===== config.mk =====
export PLATFORM = sky130hd
export DESIGN_NAME = fnd_scan_controller
export DESIGN_NICKNAME = d
export VERILOG_FILES = /design/src/rtl/fnd_pkg.sv /design/src/rtl/bcd_to_fnd.sv /design/src/rtl/fnd_scan_controller.sv
export SDC_FILE = /design/constraint.sdc
export NUM_CORES = 1
export LEC_CHECK = 0
export CORE_UTILIZATION = 55
export CTS_BUF_LIST = sky130_fd_sc_hd__clkbuf_2
export DETAILED_ROUTE_END_ITERATION = 8
export GPL_TIMING_DRIVEN = 1
export PLACE_DENSITY = 0.76
export SLEW_MARGIN = 10
export SYNTH_ARGS = -nofsm -noshare
export SYNTH_HDL_FRONTEND = slang
export SYNTH_HIERARCHICAL = 1
export SYNTH_SLANG_ARGS = --single-unit

===== constraint.sdc =====
create_clock -name clk -period 17.1 [get_ports clk]
set_input_delay 2.565 -clock clk [delete_from_list [all_inputs] [get_ports clk]]
set_output_delay 2.565 -clock clk [all_outputs]
set_load 0.005 [all_outputs]

===== src/rtl/fnd_pkg.sv =====
`default_nettype none
// ============================================================================
// Module   : fnd_pkg
// Purpose  : Shared constants for the 4-digit FND scan display: active-low
//            segment codes (bit order {dp,g,f,e,d,c,b,a}, dp always off) and
//            the digit-select width/type.
// Ports    : none (package)
// Revision : 1.0 - initial release
// ============================================================================
package fnd_pkg;

  localparam int DIGIT_SEL_W = 2;
  localparam int NUM_DIGITS  = 4;
  localparam int VALUE_W     = 14;
  localparam int MAX_VALUE   = 9999;

  typedef logic [DIGIT_SEL_W-1:0] digit_sel_t;

  localparam logic [7:0] SEG_0     = 8'hC0;
  localparam logic [7:0] SEG_1     = 8'hF9;
  localparam logic [7:0] SEG_2     = 8'hA4;
  localparam logic [7:0] SEG_3     = 8'hB0;
  localparam logic [7:0] SEG_4     = 8'h99;
  localparam logic [7:0] SEG_5     = 8'h92;
  localparam logic [7:0] SEG_6     = 8'h82;
  localparam logic [7:0] SEG_7     = 8'hF8;
  localparam logic [7:0] SEG_8     = 8'h80;
  localparam logic [7:0] SEG_9     = 8'h90;
  localparam logic [7:0] SEG_DASH  = 8'hBF;
  localparam logic [7:0] SEG_BLANK = 8'hFF;

endpackage : fnd_pkg
`default_nettype wire


===== src/rtl/bcd_to_fnd.sv =====
`default_nettype none
// ============================================================================
// Module   : bcd_to_fnd
// Purpose  : Purely combinational BCD digit to active-low 7-segment encoder.
//            Dash takes priority over blank; any non-decimal digit code is
//            shown blank so a corrupted value never lights a bogus pattern.
// Ports    : digit [3:0] in  - BCD digit 0..9
//            blank       in  - force all segments off
//            dash        in  - show the centre bar only (out-of-range marker)
//            seg   [7:0] out - active-low segments {dp,g,f,e,d,c,b,a}
// Revision : 1.0 - initial release
// ============================================================================
module bcd_to_fnd
  import fnd_pkg::*;
(
  input  logic [3:0] digit,
  input  logic       blank,
  input  logic       dash,
  output logic [7:0] seg
);

  always_comb begin
    seg = SEG_BLANK;
    if (dash) begin
      seg = SEG_DASH;
    end else if (!blank) begin
      case (digit)
        4'd0:    seg = SEG_0;
        4'd1:    seg = SEG_1;
        4'd2:    seg = SEG_2;
        4'd3:    seg = SEG_3;
        4'd4:    seg = SEG_4;
        4'd5:    seg = SEG_5;
        4'd6:    seg = SEG_6;
        4'd7:    seg = SEG_7;
        4'd8:    seg = SEG_8;
        4'd9:    seg = SEG_9;
        default: seg = SEG_BLANK;
      endcase
    end
  end

endmodule : bcd_to_fnd
`default_nettype wire


===== src/rtl/fnd_scan_controller.sv =====
`default_nettype none
// ============================================================================
// Module   : fnd_scan_controller
// Purpose  : Time-multiplexed driver for a 4-digit common-anode FND. Latches
//            the input value once per scan frame (so digits never tear),
//            splits it into decimal digits, optionally blanks leading zeros
//            and shows dashes on every digit for values above 9999.
// Ports    : clk              in  - system clock, rising edge
//            reset            in  - synchronous, active-high
//            count_data [13:0] in - value to display, 0..9999 valid
//            fnd_data   [7:0] out - segments, active-low {dp,g,f,e,d,c,b,a}
//            fnd_com    [3:0] out - digit enables, active-low, bit0 = ones
// Revision : 1.0 - initial release
// ============================================================================
module fnd_scan_controller
  import fnd_pkg::*;
#(
  parameter int CLK_FREQ = 100_000_000,
  parameter int SCAN_HZ  = 1000,
  parameter int LZB      = 1
) (
  input  logic                 clk,
  input  logic                 reset,
  input  logic [VALUE_W-1:0]   count_data,
  output logic [7:0]           fnd_data,
  output logic [NUM_DIGITS-1:0] fnd_com
);

  localparam int DIV   = CLK_FREQ / SCAN_HZ;
  localparam int DIV_W = (DIV > 2) ? $clog2(DIV) : 1;
  localparam logic [DIV_W-1:0] DIV_LAST = DIV_W'(DIV - 1);

  logic [DIV_W-1:0]   div_cnt;
  logic               tick;
  digit_sel_t         digit_sel;
  logic [VALUE_W-1:0] latched;

  // --------------------------------------------------------------------------
  // Divider: one-cycle tick every DIV clocks.
  // --------------------------------------------------------------------------
  assign tick = (div_cnt == DIV_LAST);

  always_ff @(posedge clk) begin
    if (reset) begin
      div_cnt <= '0;
    end else if (tick) begin
      div_cnt <= '0;
    end else begin
      div_cnt <= div_cnt + 1'b1;
    end
  end

  // --------------------------------------------------------------------------
  // Digit scan and frame latch. The latch happens on the tick that leaves
  // the thousands digit, so a new value always starts at the ones digit.
  // --------------------------------------------------------------------------
  always_ff @(posedge clk) begin
    if (reset) begin
      digit_sel <= '0;
      latched   <= '0;
    end else if (tick) begin
      digit_sel <= digit_sel + 1'b1;
      if (digit_sel == digit_sel_t'(NUM_DIGITS - 1)) begin
        latched <= count_data;
      end
    end
  end

  // --------------------------------------------------------------------------
  // Decimal split of the latched value. Only meaningful for <= 9999; larger
  // values are overridden by the dash path, so truncation there is harmless.
  // --------------------------------------------------------------------------
  logic [3:0] digits [NUM_DIGITS];
  logic       out_of_range;
  logic [NUM_DIGITS-1:0] lead_zero;

  always_comb begin
    digits[0] = 4'(latched % 14'd10);
    digits[1] = 4'((latched / 14'd10) % 14'd10);
    digits[2] = 4'((latched / 14'd100) % 14'd10);
    digits[3] = 4'(latched / 14'd1000);
  end

  assign out_of_range = (latched > VALUE_W'(MAX_VALUE));

  // A digit is a leading zero when it and every higher digit are zero.
  // The ones digit is never blanked so that zero still shows "0".
  assign lead_zero[3] = (digits[3] == 4'd0);
  assign lead_zero[2] = lead_zero[3] && (digits[2] == 4'd0);
  assign lead_zero[1] = lead_zero[2] && (digits[1] == 4'd0);
  assign lead_zero[0] = 1'b0;

  logic [3:0] sel_digit;
  logic       sel_blank;
  logic [7:0] sel_seg;

  always_comb begin
    sel_digit = digits[digit_sel];
    sel_blank = (LZB != 0) && lead_zero[digit_sel];
  end

  bcd_to_fnd u_bcd_to_fnd (
    .digit (sel_digit),
    .blank (sel_blank),
    .dash  (out_of_range),
    .seg   (sel_seg)
  );

  // --------------------------------------------------------------------------
  // Registered pins: one cycle behind digit_sel/latched.
  // --------------------------------------------------------------------------
  always_ff @(posedge clk) begin
    if (reset) begin
      fnd_com  <= '1;
      fnd_data <= SEG_BLANK;
    end else begin
      fnd_com  <= ~(NUM_DIGITS'(1) << digit_sel);
      fnd_data <= sel_seg;
    end
  end

endmodule : fnd_scan_controller
`default_nettype wire


Yosys cells after proc, flatten, opt, wreduce, memory -nomap -nowiden --
Memories as Yosys holds them, arrays and structs flattened. Cells that the tools add are included.
Word-level totals: register bits 45, bits in latches 0, bits in writable memories 0, ROM bits 112, output and inout bits 12, memories 1
Cells by class: add/sub/neg operators 2, multiply operators 0, divide/modulo/power cells 6, magnitude comparators 3, eq/ne operators 2, shift operators 1, multiplexer cells 7, bitwise gates (word level) 2, reduce and logical (&&, ||, !) cells 8
Memories:
- (no name shown) | depth 16, bits a word 7, read ports 1, clocked after Yosys merged registers in 0, write ports 0, line bcd_to_fnd.sv:27 | case (digit)
Operator list (number):
- remainder unit 14 x 4 -> 14 bit (second input constant) | 3
- adder 17 x 1 -> 17 bit (second input constant) | 1
- equality test 17 bit (second input constant) | 1
- divider 14 x 10 -> 14 bit (second input constant) | 1
- divider 14 x 4 -> 14 bit (second input constant) | 1
- divider 14 x 7 -> 14 bit (second input constant) | 1
- > comparator 14 bit (second input constant) | 1
- two-way mux 7 bit | 2
- logical NOT 4 bit | 3
- binary-select mux 4 bit (select 2 bit) | 1
- two-way mux 4 bit | 2
- inverter 4 bit | 1
- left shift 1 x 2 -> 4 bit (first input constant) | 1
- >= comparator 3 bit (second input constant) | 1
- < comparator 2 x 3 -> 1 bit (second input constant) | 1
- inverter 2 -> 3 bit | 1
- OR reduction 3 bit | 1
- adder 2 x 1 -> 2 bit (second input constant) | 1
- binary-select mux 1 bit (select 2 bit) | 1
- equality test 2 bit (second input constant) | 1
- logical AND 1 bit | 2
- AND reduction 2 bit | 1
- OR reduction 2 bit | 1
- two-way mux 1 bit | 1

Logic depth before layout (Yosys ltp) --
Gate-level depths: netlist of the first run.
word-level depth 9, gate-level depth with buffers 35, gate-level depth less buffers 31

Modules after synthesis --
Netlist of the first run, hierarchy kept.
By module, submodules not included:
- fnd_scan_controller | instances 1, cells an instance 827, area an instance 5880.6 um^2
- bcd_to_fnd | instances 1, cells an instance 32, area an instance 242.7 um^2

Least setup slack after synthesis of the first run --
Ideal clock, no wire load.
path type flip-flop to flip-flop, start point reg latched[8], end point reg fnd_data[4], arrival time 6.145 ns, required time 16.977 ns, path slack 10.831 ns, stages on the path, launching flop included 29, buffers on the path 4, clock period less this slack 6.269 ns, cell sequence dfxtp_1 > buf_2 > buf_6 > o31a_1 > a22oi_2 > mux2i_1 > o21ai_4 > clkbuf_1 > ha_1 > a31oi_1 > clkbuf_1 > nor2_1 > a211oi_2 > a31oi_1 > o311a_1 > or2_2 > a222oi_1 > o21ai_0 > o22ai_1 > a211oi_1 > o21ai_0 > a31oi_1 > mux2_2 > inv_1 > ha_1 > nand2b_4 > a211oi_2 > o21ai_1 > or2_2
On the way: elaborated cells on any way between the ends 19
RTL lines:
- start, declared | line fnd_scan_controller.sv:36 | logic [VALUE_W-1:0] latched;
- start signal, assigned | line fnd_scan_controller.sv:64 | latched <= count_data;
- divider 14 x 7 -> 14 bit / divider 14 x 4 -> 14 bit (equally long branches) | line fnd_scan_controller.sv:80, fnd_scan_controller.sv:79
- remainder unit 14 x 4 -> 14 bit, on equally long branches | line fnd_scan_controller.sv:80, fnd_scan_controller.sv:79
- binary-select mux 4 bit (select 2 bit) (*) | line fnd_scan_controller.sv:98 | sel_digit = digits[digit_sel];
- two-way mux 4 bit (implied by the code) (*) (2 in series) | line fnd_scan_controller.sv:98
- named net sel_digit[0] | line fnd_scan_controller.sv:93 | logic [3:0] sel_digit;
- memory (16 x 7 bit) (*)
- end signal, assigned | line fnd_scan_controller.sv:118 | fnd_data <= sel_seg;
- end, declared | line fnd_scan_controller.sv:25 | output logic [7:0] fnd_data,
The timed path passes the listed nets; every way through them passes the cells marked *. The select of a mux whose other input is x is not followed. A chain may end at the register's enable or synchronous reset.

Final worst setup path of the first run --
start point reg latched[13], end point reg fnd_data[6]
On the way: cells in the longest elaborated chain, start to end 9, elaborated cells on any way between the ends 20
Ends and longest elaborated chain:
- divider 14 x 7 -> 14 bit | line fnd_scan_controller.sv:80 | digits[2] = 4'((latched / 14'd100) % 14'd10);
- remainder unit 14 x 4 -> 14 bit | line fnd_scan_controller.sv:80
- logical NOT 4 bit | line fnd_scan_controller.sv:89 | assign lead_zero[2] = lead_zero[3] && (digits[2] == 4'd0);
- logical AND 1 bit | line fnd_scan_controller.sv:89
- logical AND 1 bit | line fnd_scan_controller.sv:90 | assign lead_zero[1] = lead_zero[2] && (digits[1] == 4'd0);
- binary-select mux 1 bit (select 2 bit) (*) | line fnd_scan_controller.sv:99 | sel_blank = (LZB != 0) && lead_zero[digit_sel];
- two-way mux 1 bit (implied by the code) (*) | line fnd_scan_controller.sv:99
- named net sel_blank | line fnd_scan_controller.sv:94 | logic sel_blank;
- two-way mux 7 bit (*) | line bcd_to_fnd.sv:26 | end else if (!blank) begin
- two-way mux 7 bit (*) | line bcd_to_fnd.sv:24 | if (dash) begin
- named net sel_seg[6] | line fnd_scan_controller.sv:95 | logic [7:0] sel_seg;
Marks and branches as above.

==> flow_metrics.py, run 1 <==
metrics = {
    "global_route": {
        "grt.met2_usage_pct": 49.2,
        "globalRoute.busiestLayer": "met2",
        "gr-usage-all-layers_pct": 30.6,
        "antenna_found_initial": 0,
        "first_global_vias": 5856,
        "first_pass_grt_wire_length_um": 28900,
        "groute.layer.met3.usage_pct": 2.18,
        "grt_overflow_total": 0,
        "pin_count_of_the_biggest_net_entering_global_routing": 45,
        "met1_track_usage_gr_pct": 42.6,
    },
    "die": {
        "fp.dieArea_um2": 11600,
        "placeableCoreArea_um2": 10800,
        "floorplan.initialDensity_pct": 56.5,
        "design.portCount": 28,
        "die-height_um": 108,
        "row_count": 38,
        "dieWidth_um": 108,
    },
    "setup_path": {
        "worst_setup_path_startpoint": "latched[13]$_SDFFE_PP0P_",
        "crit_path_max_fanout": 31,
        "setup.worst_path.start_class": "flop",
        "critical_path.reg2reg.startpoint": "latched[13]$_SDFFE_PP0P_",
        "reg2reg_depth": 26,
        "reg2reg_capture_point": "fnd_data[6]$_SDFF_PP1_",
        "path_delay_family": "compound AO/OA/AOI/OAI gates",
        "delay_contributed_by_the_slowest_stage_of_the_critical_path_ps": 1080,
        "timing_worst_setup_path_type": "reg2reg",
        "worst-r2r-setup-slack_ps": 8850,
        "cp.buffers_inverters": 2,
        "crit_top_cell": "sky130_fd_sc_hd__nand2_1",
        "crit_required_ps": 17470,
        "setup.worst_path.end_class": "flop",
        "arrival_ps": 8620,
        "worst_path_max_delay_cell": "sky130_fd_sc_hd__dfxtp_1",
    },
    "power_and_ir_drop": {
        "vdd.ir_drop.worst_mv": 0.0489,
        "lkg_pwr_uw": 0.00221,
        "swShare_pct": 20.8,
        "switchingPower_uw": 36.4,
        "sequentialPowerShare_pct": 61.6,
        "cellPowerDensity_nw_per_um2": 27.3,
        "power_report.internal_total_uw": 138,
        "power.clock.fraction_pct": 33.1,
        "comb_power_share_pct": 5.3,
    },
    "clock_network": {
        "cts_resized": 0,
        "insertion_delay_ps": 400,
        "cts_made_buffers": 5,
        "cts.hold.buffers_added": 0,
        "clock_tree_from_tritoncts": "built",
        "postCtsSetupRepairBufs": 0,
        "clk_path_buf_depth": 2,
        "clkSlewWorstSetupHoldPaths_ps": 240,
        "clock_sinks": 45,
        "htree_num_levels": 2,
        "ctsRootBufferMaster": "sky130_fd_sc_hd__clkbuf_2",
    },
    "timing": {
        "final-hold-violation-count": 0,
        "final_sum_of_negative_setup_slack_ps": 0,
        "slew_violations": 0,
        "worst_clock_skew_ps": 36.2,
        "min_period_ps": 8250,
        "final-setup-viol-count": 0,
        "max_freq_ghz": 0.121,
        "final_period_utilization_pct": 48.3,
        "relSlewSlack_pct": 21.8,
        "grt_setup_unrepaired": "false",
        "pin_slew_with_the_least_headroom_to_its_limit_ps": 1160,
    },
    "detailed_routing": {
        "firstDrtPassIters": 5,
        "drc": 0,
        "drtAntennaViolNets": 0,
        "initialDrtViolationCount": 707,
        "detail_route.wirelength_um": 17600,
        "drt-vias-per-instance": 6.62,
        "vias": 6516,
        "wl_per_cell_um": 17.9,
    },
    "finish": {
        "layout-area-overhead-vs-synth_pct": 4.54,
        "num-fill-cells": 1038,
        "final_layout_size_suffix_gt1_share_pct": 9.36,
        "fin_util_pct": 59.0,
        "design.final.nets": 877,
        "antenna_cells_inserted": 0,
    },
    "logic_synthesis": {
        "ys.flop_type": "sky130_fd_sc_hd__dfxtp_1",
        "synthAdderAreaFrac_pct": 4.00,
        "postSynthCellCount": 859,
        "synthSimpleGateAreaFrac_pct": 29.1,
        "synth_top_family_by_area": "compound AO/OA/AOI/OAI gates",
        "synth.yosys.seq_area_share_pct": 14.7,
        "synthXorXnorAreaFrac_pct": 6.87,
        "synth-compound-area-share_pct": 34.0,
        "number_of_synthesized_register_bits": 45,
        "synth.lib_cells_used.distinct": 106,
        "synth-edff-count": 0,
        "ys_warn_count": 6,
        "synthesis.nets": 893,
        "mux_cell_area_share_after_synthesis_pct": 4.58,
        "synthesis.area_per_instance_um2": 7.13,
        "combined_area_of_all_synthesized_cells_um2": 6120,
        "asyncSetResetFlopFracSynth_pct": 0,
    },
    "worst_hold_path": {
        "hold-path-endpoint": "latched[8]$_SDFFE_PP0P_",
        "hold_path_depth": 2,
        "hold_path_class": "reg2reg",
        "worstHoldStart": "latched[8]$_SDFFE_PP0P_",
    },
    "place": {
        "hpwlAfterDp_um": 13100,
        "gp_congestion": 0.918,
        "place.port_buffers": 27,
    },
    "outcome": {
        "outcome": "finished, final reports clean",
    },
    "job": {
        "maxCapViolCount": 0,
    },
}
synth_stat cells (5+ instances only):
library cell / instances / share of area [%]
sky130_fd_sc_hd__and3_1: 6 / 0.61
sky130_fd_sc_hd__o22ai_1: 12 / 1.2
sky130_fd_sc_hd__a211oi_1: 13 / 1.6
sky130_fd_sc_hd__o21ai_0: 46 / 3.8
sky130_fd_sc_hd__clkbuf_1: 28 / 1.7
sky130_fd_sc_hd__a21oi_1: 54 / 4.4
sky130_fd_sc_hd__inv_1: 24 / 1.5
sky130_fd_sc_hd__a31oi_1: 13 / 1.3
sky130_fd_sc_hd__o211ai_1: 15 / 1.8
sky130_fd_sc_hd__dfxtp_1: 45 / 15
sky130_fd_sc_hd__buf_2: 18 / 1.5
sky130_fd_sc_hd__or2_2: 16 / 1.6
sky130_fd_sc_hd__nand2b_1: 11 / 1.1
sky130_fd_sc_hd__o31ai_1: 13 / 1.6
sky130_fd_sc_hd__ha_1: 18 / 3.7
sky130_fd_sc_hd__o21ai_1: 6 / 0.49
sky130_fd_sc_hd__nor4_1: 5 / 0.51
sky130_fd_sc_hd__nand2_1: 103 / 6.3
sky130_fd_sc_hd__nor2_1: 83 / 5.1
sky130_fd_sc_hd__o21a_1: 7 / 0.86
sky130_fd_sc_hd__nand4_1: 9 / 0.92
sky130_fd_sc_hd__nor3_1: 38 / 3.1
sky130_fd_sc_hd__nand3_1: 38 / 3.1
sky130_fd_sc_hd__xor2_1: 16 / 2.3
sky130_fd_sc_hd__mux2i_1: 19 / 3.1
sky130_fd_sc_hd__xnor2_1: 32 / 4.6
sky130_fd_sc_hd__a21o_1: 8 / 0.98
sky130_fd_sc_hd__nor2b_1: 5 / 0.51
sky130_fd_sc_hd__buf_6: 6 / 1.1
worst min-delay path: cells and delay by family (launching register included):
| family | cells | cell delay (ps) |
|---|---|---|
| DFF | 1 | 350 |
| and+or+nand+nor | 1 | 50 |
| AOI/OAI and AO/OA | 1 | 50 |
routing by layer:
metal | wire length (µm) | part of all wire, %
met5 | 0 | 0
met4 | 478 | 2.7
met3 | 1110 | 6.3
met2 | 8100 | 46
met1 | 7890 | 45
layout by cell type (no fill, tap or decap), types with 5 or more instances in the layout:
cell / instances
sky130_fd_sc_hd__nand2_1: 103
sky130_fd_sc_hd__nor2_1: 83
sky130_fd_sc_hd__a21oi_1: 54
sky130_fd_sc_hd__o21ai_0: 46
sky130_fd_sc_hd__dfxtp_1: 45
sky130_fd_sc_hd__nand3_1: 38
sky130_fd_sc_hd__nor3_1: 38
sky130_fd_sc_hd__xnor2_1: 32
sky130_fd_sc_hd__clkdlybuf4s50_1: 27
sky130_fd_sc_hd__inv_1: 24
sky130_fd_sc_hd__mux2i_1: 19
sky130_fd_sc_hd__ha_1: 18
sky130_fd_sc_hd__or2_2: 16
sky130_fd_sc_hd__xor2_1: 16
sky130_fd_sc_hd__o211ai_1: 15
sky130_fd_sc_hd__o31ai_1: 13
sky130_fd_sc_hd__a31oi_1: 13
sky130_fd_sc_hd__a211oi_1: 13
sky130_fd_sc_hd__o22ai_1: 12
sky130_fd_sc_hd__nand2b_1: 11
sky130_fd_sc_hd__nand4_1: 9
sky130_fd_sc_hd__buf_4: 9
sky130_fd_sc_hd__a21o_1: 8
sky130_fd_sc_hd__o21a_1: 7
sky130_fd_sc_hd__and3_1: 6
sky130_fd_sc_hd__o21ai_1: 6
sky130_fd_sc_hd__clkbuf_2: 6
sky130_fd_sc_hd__nor2b_1: 5
sky130_fd_sc_hd__nor4_1: 5
through the flow:
step                area [µm²]  std cells  total power [µW]  setup WS [ps]  hold WS [ps]
finish                    6400        984               175           8850           466
global route              6400        984               182           8200           503
CTS                       6400        984               177           8940           472
detailed placement        6330        976               119           8950           449
global placement          6330        976               119           9120           438
floorplan                 6120        859               113          10830           430
power by group through the flow:
stage	Combinational (µW)	Clock (µW)	Sequential, µW
after floorplan	3.34	0	110
after global placement	9.12	0	110
after detailed placement	9.26	0	110
after CTS	9.36	60.0	108
after global routing	10.2	63.7	108
final	9.24	57.9	108
cells by family after synthesis:
family | Yosys count
AO/OA/AOI/OAI | 276
AND/OR/NAND/NOR | 357
multiplexers | 25
XOR/XNOR | 48
other | 1
flip-flops | 45
buffers and inverters | 87
adder cells (fa/ha/maj) | 20
worst max path at each step:
stage	end	slack, ps	depth (start not counted)
after global placement	fnd_data[6]$_SDFF_PP1_	9120	25
after floorplan	fnd_data[4]$_SDFF_PP1_	10830	28
after CTS	fnd_data[6]$_SDFF_PP1_	8940	22
after detailed placement	fnd_data[6]$_SDFF_PP1_	8950	25
after global routing	fnd_data[3]$_SDFF_PP1_	8200	26
final	fnd_data[6]$_SDFF_PP1_	8850	26
layout make-up:
class | count | area [µm²] | area share (%)
well taps | 140 | 175 | 2.74
inverters | 28 | 105 | 1.64
repair buffers | 36 | 338 | 5.28
clock inverters | 2 | 38.8 | 0.606
flip-flops and latches | 45 | 901 | 14.1
clock buffers | 6 | 30.0 | 0.469
multi-input cells | 727 | 4810 | 75.2
state kept, by name (all words and copies together) (netlist names):
signal	count
digit_sel	2
fnd_com	4
latched	14
div_cnt	17
fnd_data	8
No activity file was read; power rests on OpenSTA's default activity.
==> run 2: changes to the inputs <==
==> constraint.sdc (replaced) <==
create_clock -name clk -period 8.2 [get_ports clk]
set_input_delay 1.23 -clock clk [delete_from_list [all_inputs] [get_ports clk]]
set_output_delay 1.23 -clock clk [all_outputs]
set_load 0.005 [all_outputs]
==> flow_metrics.py, run 2 (synthesized netlist as in run 1, its figures left out) <==
metrics = {
    "outcome": {
        "outcome": "finished, final reports clean",
    },
    "clock_network": {
        "cts_made_buffers": 5,
        "clock_tree_from_tritoncts": "built",
        "ctsRootBufferMaster": "sky130_fd_sc_hd__clkbuf_2",
        "htree_num_levels": 2,
        "clk_path_buf_depth": 2,
        "clock_sinks": 45,
        "insertion_delay_ps": 440,
        "clkSlewWorstSetupHoldPaths_ps": 250,
        "cts.hold.buffers_added": 0,
    },
    "timing": {
        "max_freq_ghz": 0.130,
        "fin_ws_ps": 499,
        "pin_slew_with_the_least_headroom_to_its_limit_ps": 885,
        "worst_clock_skew_ps": 36.8,
        "final-hold-violation-count": 0,
        "final_sum_of_negative_setup_slack_ps": 0,
        "relSlewSlack_pct": 40.8,
        "fin_hold_ws_ps": 490,
        "min_period_ps": 7700,
        "final-setup-viol-count": 0,
        "grt_setup_unrepaired": "false",
        "slew_violations": 0,
        "final_period_utilization_pct": 93.9,
    },
    "finish": {
        "final_layout_size_suffix_gt1_share_pct": 11.0,
        "most_frequent_standard_cell_in_the_layout_excluding_fill_and_tap_cells": "sky130_fd_sc_hd__nand2_1",
        "finish.instance_area_um2": 6510,
        "num-fill-cells": 1011,
        "biggestRegsByFlops": "div_cnt (17), latched (14), fnd_data (8)",
        "final_cell_count_no_fill": 998,
        "largest_register": "div_cnt",
        "layout-area-overhead-vs-synth_pct": 6.27,
        "mostFrequentLayoutCells": "sky130_fd_sc_hd__nand2_1, sky130_fd_sc_hd__nor2_1, sky130_fd_sc_hd__a21oi_1, sky130_fd_sc_hd__o21ai_0, sky130_fd_sc_hd__dfxtp_1",
        "antenna_cells_inserted": 0,
        "flip_flop_count_of_the_largest_register_after_layout": 17,
        "design.final.nets": 891,
    },
    "die": {
        "placeableCoreArea_um2": 10800,
        "design.portCount": 28,
        "floorplan.initialDensity_pct": 56.5,
        "dieWidth_um": 108,
        "fp.dieArea_um2": 11600,
        "row_count": 38,
        "die-height_um": 108,
    },
    "setup_path": {
        "path_delay_family": "compound AO/OA/AOI/OAI gates",
        "worst_path_max_delay_cell": "sky130_fd_sc_hd__dfxtp_1",
        "crit_required_ps": 8570,
        "arrival_ps": 8070,
        "crit_path_max_fanout": 25,
        "delay_contributed_by_the_slowest_stage_of_the_critical_path_ps": 850,
        "setup.worst_path.start_class": "flop",
        "timing_worst_setup_path_type": "reg2reg",
        "setup.worst_path.end_class": "flop",
        "cp.buffers_inverters": 2,
    },
    "place": {
        "place_ws_ps": 705,
        "gp_congestion": 0.980,
        "post-place-cells": 990,
        "placed_cell_area_um2": 6440,
        "place.port_buffers": 27,
        "hpwlAfterDp_um": 13300,
    },
    "detailed_routing": {
        "drtAntennaViolNets": 0,
        "drc": 0,
        "vias": 6742,
        "firstDrtPassIters": 6,
        "initialDrtViolationCount": 680,
        "detail_route.wirelength_um": 18000,
        "drt-vias-per-instance": 6.76,
        "wl_per_cell_um": 18.0,
    },
    "worst_hold_path": {
        "hold_path_class": "reg2reg",
    },
    "power_and_ir_drop": {
        "vdd.ir_drop.worst_mv": 0.113,
        "cellPowerDensity_nw_per_um2": 57.0,
        "lkg_pwr_uw": 0.00228,
    },
    "global_route": {
        "first_global_vias": 6059,
        "gr-usage-all-layers_pct": 31.1,
        "antenna_found_initial": 0,
        "grt_overflow_total": 0,
        "pin_count_of_the_biggest_net_entering_global_routing": 31,
        "first_pass_grt_wire_length_um": 29500,
    },
    "job": {
        "maxCapViolCount": 0,
    },
}
## run 2: cell count changes in the layout (fill, tap and decap cells not counted)
cell                      previous run  this run
sky130_fd_sc_hd__dfxtp_2             0         1
sky130_fd_sc_hd__buf_4               9        23
sky130_fd_sc_hd__dfxtp_1            45        44
## run 2: layer usage
layer	vias to the layer above	share of wire [%]	track usage, %
met5	-	0	0
met4	0	3.1	10.8
met3	73	8.8	4.78
met2	382	45	49.9
met1	3106	43	42.2
li1	3181	-	-
## run 2: final cells by class
class	count	area [µm²]	share of cell area (%)
clock inverter	2	38.8	0.596
tap	140	175	2.69
inverter	28	105	1.62
sequential	45	902	13.9
multi-input combinational	727	4810	74.0
timing repair buffer	50	443	6.81
clock buffer	6	30.0	0.461
## run 2: worst reg2reg max path, stage by stage (launching register included)
cell and delay, ps:
sky130_fd_sc_hd__dfxtp_1 850, sky130_fd_sc_hd__buf_4 340, sky130_fd_sc_hd__nor4bb_1 360, sky130_fd_sc_hd__a211oi_2 110, sky130_fd_sc_hd__a31oi_2 260, sky130_fd_sc_hd__a211o_2 380, sky130_fd_sc_hd__a41oi_1 300, sky130_fd_sc_hd__a221oi_4 540
sky130_fd_sc_hd__nand2_1 220, sky130_fd_sc_hd__a311o_1 480, sky130_fd_sc_hd__nand2_1 130, sky130_fd_sc_hd__o21ai_0 90, sky130_fd_sc_hd__a221o_1 400, sky130_fd_sc_hd__inv_1 110, sky130_fd_sc_hd__ha_1 240, sky130_fd_sc_hd__nand2_1 110
sky130_fd_sc_hd__a2111oi_4 380, sky130_fd_sc_hd__nor2_1 90, sky130_fd_sc_hd__a21oi_2 220, sky130_fd_sc_hd__xnor2_1 220, sky130_fd_sc_hd__ha_1 280, sky130_fd_sc_hd__nand3b_1 120, sky130_fd_sc_hd__o21ai_0 100, sky130_fd_sc_hd__mux4_2 580
sky130_fd_sc_hd__o21a_1 180, sky130_fd_sc_hd__nor3_4 180, sky130_fd_sc_hd__o21ai_0 130, sky130_fd_sc_hd__or2_2 280
## run 2: power by group
group / leakage, µW / internal, µW / switching, µW
Clock: 0.0000432 / 53.4 / 72.9
Combinational: 0.00187 / 12.8 / 7.19
Sequential: 0.000367 / 223 / 1.78
## run 2: worst paths after layout
path | from | end | slack (ps) | cells after the start
min reg2reg | div_cnt[0]$_SDFF_PP0_ | div_cnt[0]$_SDFF_PP0_ | 490 | 1
min | div_cnt[0]$_SDFF_PP0_ | div_cnt[0]$_SDFF_PP0_ | 490 | 1
max | latched[10]$_SDFFE_PP0P_ | fnd_data[2]$_SDFF_PP1_ | 500 | 27
max reg2reg | latched[10]$_SDFFE_PP0P_ | fnd_data[2]$_SDFF_PP1_ | 500 | 27
## run 2: stage by stage
stage               total power (µW)  util [%]
finish                           371      60.0
global route                     382      60.0
CTS                              373      60.0
detailed placement               248      59.4
global placement                 248      59.4
floorplan                        236         -
## run 2: repair_timing
action,4_1_cts,5_1_grt
buffers inserted,0,0
resized for setup,0,1
endpoints found under the hold margin,0,0
setup endpoints to repair,0,2
==> run 3: changes to the inputs <==
--- a/config.mk
+++ b/config.mk
@@ -10,7 +10,6 @@
 export DETAILED_ROUTE_END_ITERATION = 8
 export GPL_TIMING_DRIVEN = 1
 export PLACE_DENSITY = 0.76
-export SLEW_MARGIN = 10
 export SYNTH_ARGS = -nofsm -noshare
 export SYNTH_HDL_FRONTEND = slang
 export SYNTH_HIERARCHICAL = 1
==> results of run 3 <==
No change in the layout: final DEF, timing and power equal those of run 2.
